## src/rtl/window_write_ctrl.sv

```systemverilog
// rtl/window_write_ctrl.sv - SPARC register-window write-back controller
// Tracks CWP/WIM, maps rd onto a physical register, and handles SAVE/RESTORE with window traps.
module window_write_ctrl #(
  parameter int NWINDOWS = 8,
  parameter int CWP_W    = 3,
  localparam int NREGS   = 8 + 16*NWINDOWS
) (
  input  logic                Clk,
  input  logic                Clr,
  input  logic                wr_req,
  input  logic [4:0]          rd_addr,
  input  logic [31:0]         wdata,
  input  logic                save,
  input  logic                restore,
  input  logic                cwp_we,
  input  logic [CWP_W-1:0]    cwp_in,
  input  logic                wim_we,
  input  logic [NWINDOWS-1:0] wim_in,
  input  logic                trap_ack,
  output logic [NREGS-1:0]    loadE_n,
  output logic [31:0]         wdata_q,
  output logic [CWP_W-1:0]    cwp,
  output logic [NWINDOWS-1:0] wim,
  output logic                trap_pending,
  output logic [1:0]          trap_type,
  output logic                illegal_cwp
);

  localparam int               IDX_W   = $clog2(NREGS);
  localparam logic [CWP_W-1:0] CWP_MAX = CWP_W'(NWINDOWS - 1);
  localparam logic [CWP_W:0]   NW_LIM  = (CWP_W+1)'(NWINDOWS);

  typedef enum logic {RUN, TRAP} state_t;

  state_t               state, state_nxt;
  logic [CWP_W-1:0]     cwp_dec, cwp_inc, cwp_nxt;
  logic                 wim_dec_bit, wim_inc_bit;
  logic                 illegal_nxt, trap_go;
  logic [1:0]           trap_go_type;
  logic [IDX_W-1:0]     phys;
  logic [NREGS-1:0]     load_nxt;

  // Window neighbours with modulo-NWINDOWS wrap
  always_comb begin
    cwp_dec     = (cwp == '0) ? CWP_MAX : cwp - 1'b1;
    cwp_inc     = (cwp == CWP_MAX) ? '0 : cwp + 1'b1;
    wim_dec_bit = |(wim & (NWINDOWS'(1) << cwp_dec));
    wim_inc_bit = |(wim & (NWINDOWS'(1) << cwp_inc));
  end

  always_comb begin
    cwp_nxt      = cwp;
    illegal_nxt  = 1'b0;
    trap_go      = 1'b0;
    trap_go_type = 2'b00;
    if (cwp_we) begin
      if ({1'b0, cwp_in} < NW_LIM) cwp_nxt = cwp_in;
      else                         illegal_nxt = 1'b1;
    end else if (state == RUN && (save ^ restore)) begin
      if (save) begin
        if (wim_dec_bit) begin
          trap_go      = 1'b1;
          trap_go_type = 2'b01;
        end else begin
          cwp_nxt = cwp_dec;
        end
      end else begin
        if (wim_inc_bit) begin
          trap_go      = 1'b1;
          trap_go_type = 2'b10;
        end else begin
          cwp_nxt = cwp_inc;
        end
      end
    end
  end

  // Ins alias the outs of the next window up (the caller's outs)
  always_comb begin
    phys     = '0;
    load_nxt = '1;
    case (rd_addr[4:3])
      2'b00:   phys = IDX_W'(rd_addr);
      2'b01:   phys = IDX_W'(8  + 16*int'(cwp)     + int'(rd_addr[2:0]));
      2'b10:   phys = IDX_W'(16 + 16*int'(cwp)     + int'(rd_addr[2:0]));
      default: phys = IDX_W'(8  + 16*int'(cwp_inc) + int'(rd_addr[2:0]));
    endcase
    if (wr_req && rd_addr != 5'd0) load_nxt = ~(NREGS'(1) << phys);
  end

  always_ff @(posedge Clk or negedge Clr) begin
    if (!Clr) state <= RUN;
    else      state <= state_nxt;
  end

  always_comb begin
    state_nxt = state;
    case (state)
      RUN:     if (trap_go)  state_nxt = TRAP;
      TRAP:    if (trap_ack) state_nxt = RUN;
      default: state_nxt = RUN;
    endcase
  end

  always_comb begin
    trap_pending = (state == TRAP);
  end

  always_ff @(posedge Clk or negedge Clr) begin
    if (!Clr) begin
      loadE_n     <= '1;
      wdata_q     <= '0;
      cwp         <= '0;
      wim         <= '0;
      trap_type   <= 2'b00;
      illegal_cwp <= 1'b0;
    end else begin
      loadE_n     <= load_nxt;
      cwp         <= cwp_nxt;
      illegal_cwp <= illegal_nxt;
      if (wr_req) wdata_q <= wdata;
      if (wim_we) wim <= wim_in;
      if (state == RUN && trap_go)        trap_type <= trap_go_type;
      else if (state == TRAP && trap_ack) trap_type <= 2'b00;
    end
  end

endmodule
```

## config.mk

```make
export PLATFORM = sky130hd
export DESIGN_NAME = window_write_ctrl
export DESIGN_NICKNAME = d
export VERILOG_FILES = /design/src/rtl/window_write_ctrl.sv
export SDC_FILE = /design/constraint.sdc
export NUM_CORES = 1
export LEC_CHECK = 0
export ABC_AREA = 1
export BUFFER_PORTS_ARGS = -buffer_cell sky130_fd_sc_hd__buf_2
export CORE_MARGIN = 2
export CORE_UTILIZATION = 40
export DETAILED_ROUTE_END_ITERATION = 12
export GPL_TIMING_DRIVEN = 0
export PLACE_DENSITY = 0.71
export SETUP_SLACK_MARGIN = 0.4
export SYNTH_ARGS = -nofsm -noshare
export SYNTH_HDL_FRONTEND = slang
export SYNTH_SLANG_ARGS = --single-unit
```

## constraint.sdc

```tcl
create_clock -name Clk -period 2.17 [get_ports Clk]
set_clock_uncertainty 0.15 [all_clocks]
set_input_delay 0.434 -clock Clk [delete_from_list [all_inputs] [get_ports Clk]]
set_output_delay 0.434 -clock Clk [all_outputs]
set_load 0.02 [all_outputs]
```

==> results.json <==
{
  "grt_overflow": 0,
  "io_buffer_count": 235,
  "synth_area_um2": 7130,
  "r2r_setup_slack_ns": 0.03,
  "clockBufferDepth": 2,
  "final_antenna_net_count": 0,
  "timing.rr.start": "cwp[1]",
  "worstSetupEndpointType": "flop",
  "static-leakage-power_nw": 5.20,
  "placeableCoreArea_um2": 17400,
  "vias": 5776,
  "initialDrtViolationCount": 171,
  "worstHoldPathCells": 3,
  "worst_path_arrival_time_ns": 2.34,
  "setup_viols_final": 0,
  "grt_antenna_before_repair": 1,
  "path_max_fanout": 6,
  "cp_data_required_time_ns": 2.37,
  "design.die.area_um2": 18900,
  "final.min_clock_period_ns": 2.14,
  "transition_time_at_the_pin_with_the_least_slew_margin_ns": 0.743,
  "synth_fp_nets": 702,
  "hold_end": "wim[3]",
  "yosys_most_used_dff": "dfstp_2",
  "met3_wirelength_um": 1360,
  "grt_first_pass_wirelength_um": 29500,
  "average_wire_length_per_cell_after_detail_routing_um": 17.7,
  "route.met2.wl_um": 11200,
  "setup_crit_start_kind": "flop",
  "setup.worst_path.class": "reg -> reg",
  "maximum_number_of_pins_on_one_net_before_global_route_repair": 103,
  "most_common_cell_on_crit_path": "ha_4",
  "critPathMaxStageDelay_ns": 0.46,
  "timing.critical_path.cells": "ha_4 > ha_4 > inv_4 > o22ai_4 > nor3b_4 > buf_6 > buf_12 > clkbuf_16 > nand2_2",
  "tritoncts.num_buffers": 17,
  "power-per-cell-area_nw_per_um2": 1040,
  "yosys_register_bits": 182,
  "grt_pass1_vias": 5530,
  "netlist_top_cells_count": "nand2_1, dfstp_2, nor2_1",
  "synth.avg_cell_area_um2": 11.1,
  "place.gp.congestion": 0.819,
  "finalNetCount": 1019,
  "tritoncts": "done",
  "clkSlewWorstSetupHoldPaths_ns": 0.07,
  "synth_top_area_cells": "dfstp_2, dfrtp_1, nand2_1",
  "irDropWorstVdd_mv": 0.641,
  "drcViolationCount": 0,
  "status": "completed",
  "slew_headroom_pct": 50.3,
  "layout.filler_cells": 1224,
  "met1_length_um": 8230,
  "drive_gt1_share_pct": 79.6,
  "hold-worst-slack_ns": 0.0626,
  "max_freq_mhz": 468,
  "synth_largest_area_cell": "dfstp_2",
  "pin_count": 239,
  "grt_setup_unrepaired": "yes",
  "slew_viol_final": 0,
  "floorplan.initialDensity_pct": 41.1,
  "synth_warnings": 0,
  "clockRootBuffer": "clkbuf_16",
  "post_synth_edffs": 0,
  "worstRegToRegCells": 9,
  "max-cap-violations": 0,
  "hold_class": "in -> reg",
  "topRoutingLayerUsed": "met4",
  "synthDistinctLibCells": 35,
  "rr_endpoint": "loadE_n[118]",
  "chipHeight_um": 138,
  "globalRouteTotalUtil_pct": 20.8,
  "layout_worst_path_cycle_share_pct": 98.4,
  "chipWidth_um": 138,
  "clock-sinks": 182,
  "detailed_router_iteration_count_before_antenna_repair": 5,
  "post-synth-top-count-cell": "nand2_1",
  "synthToLayoutAreaGrowth_pct": 65.1,
  "worst_skew_pair.late_latency_ns": 0.42,
  "async_reset_ff_share_pct": 100,
  "postRouteWirelength_um": 21200,
  "via_per_inst": 4.82,
  "synth_cells": 642,
  "synth_top_area_share_pct": 50.1,
  "core.rowCount": 48,
  "finalHoldViolations": 0,
  "dp_hpwl_um": 13500,
  "yosysSeqAreaShare_pct": 66.3,
  "hold_path.startpoint": "wim_in[3]",
  "fin_util_pct": 67.8,
  "crit_path_top_delay_cell": "dfrtp_2",
  "ctsHtreeMaxLevel": 4
}
report_power, final:
| part | total, mW | switching (mW) | internal [mW] |
|---|---|---|---|
| registers | 3.71 | 0.129 | 3.58 |
| clock network | 3.06 | 1.36 | 1.70 |
| logic | 5.44 | 2.81 | 2.63 |
worst max-delay path: cells and delay by family, from the launching register on:
family,cells,cell delay (ns)
AOI/OAI and AO/OA,1,0.20
and+or+nand+nor,2,0.28
buffers and inverters,4,0.53
adders and majority gates,2,0.45
DFF,1,0.46
cell families (layout without fill, tap and decap cells):
family | after synthesis | after routing | share of synthesized area [%]
multiplexers | 36 | 36 | 5.69
other | 1 | 2 | 0.0526
AO/OA/AOI/OAI | 21 | 21 | 2.25
flip-flops | 182 | 182 | 66.3
buffers and inverters | 55 | 385 | 5.39
AND/OR/NAND/NOR | 342 | 342 | 19.5
XOR/XNOR | 1 | 1 | 0.123
adder cells (fa/ha/maj) | 4 | 4 | 0.702
stage by stage:
stage | setup TNS, ns | cell area [µm²] | setup WS (ns) | instances | power (mW)
4_1_cts | 0 | 10700 | 0.105 | 1170 | 11.1
3_5_place_dp | 0 | 9110 | 0.0242 | 1103 | 6.64
2_1_floorplan | 0 | 7620 | 0.219 | 642 | 5.93
5_1_grt | -0.0905 | 11800 | -0.0159 | 1198 | 12.8
6_report | 0 | 11800 | 0.0343 | 1198 | 12.2
3_3_place_gp | -247.00 | 9070 | -2.42 | 1102 | 6.60
what timing repair did:
item	4_1_cts	5_1_grt
hold buffers	1	0
pin swaps	40	95
gates resized for setup	136	196
hold endpoints to repair	33	0
endpoints found under the setup margin	142	154
buffers inserted	25	14
gates cloned	9	13
registers in the layout, indices dropped and copies added, names as in the netlist:
register and flops:
loadE_n 136, wdata_q 32, wim 8, cwp 3
trap_type 2, trap_pending 1
worst max-delay path by stage:
stage               startpoint           end  slack, ns  cells after the start
floorplan               cwp[0]        cwp[1]       0.22                     15
global placement           Clr        cwp[0]      -2.42                      1
detailed placement      cwp[0]  loadE_n[100]       0.02                      9
CTS                     cwp[1]  loadE_n[134]       0.11                      6
global route            cwp[1]  loadE_n[118]      -0.02                      9
finish                  cwp[1]  loadE_n[118]       0.03                      9
layer usage:
metal	global-route usage (%)	vias to the layer above
li1	-	2664
met1	25.2	2879
met2	36.0	207
met3	5.74	26
met4	6.76	0
met5	0	-
final cells by class:
| type | instances | area (µm²) | area share [%] |
|---|---|---|---|
| antenna | 1 | 2.50 | 0.0213 |
| multi-input combinational | 405 | 3370 | 28.6 |
| inverter | 23 | 130 | 1.11 |
| timing repair buffer | 298 | 2240 | 19.0 |
| clock inverter | 15 | 151 | 1.29 |
| sequential | 182 | 4730 | 40.2 |
| buffer | 32 | 443 | 3.76 |
| clock buffer | 17 | 425 | 3.61 |
| tap | 225 | 282 | 2.39 |
layout by cell type, fill, tap and decap left out, types with 10 or more instances in the layout:
master and count:
nand2_4 57, dfrtp_1 43, buf_2 233, clkbuf_16 29, nor2_1 29, buf_12 17, buf_6 24, nand3_1 14
nand2_1 65, nand2_8 10, buf_4 16, mux2_2 36, buf_16 10, nor2_4 61, nand2_2 83, inv_1 13
buf_8 12, dfstp_2 136
Power figures use the tool's default switching activity.
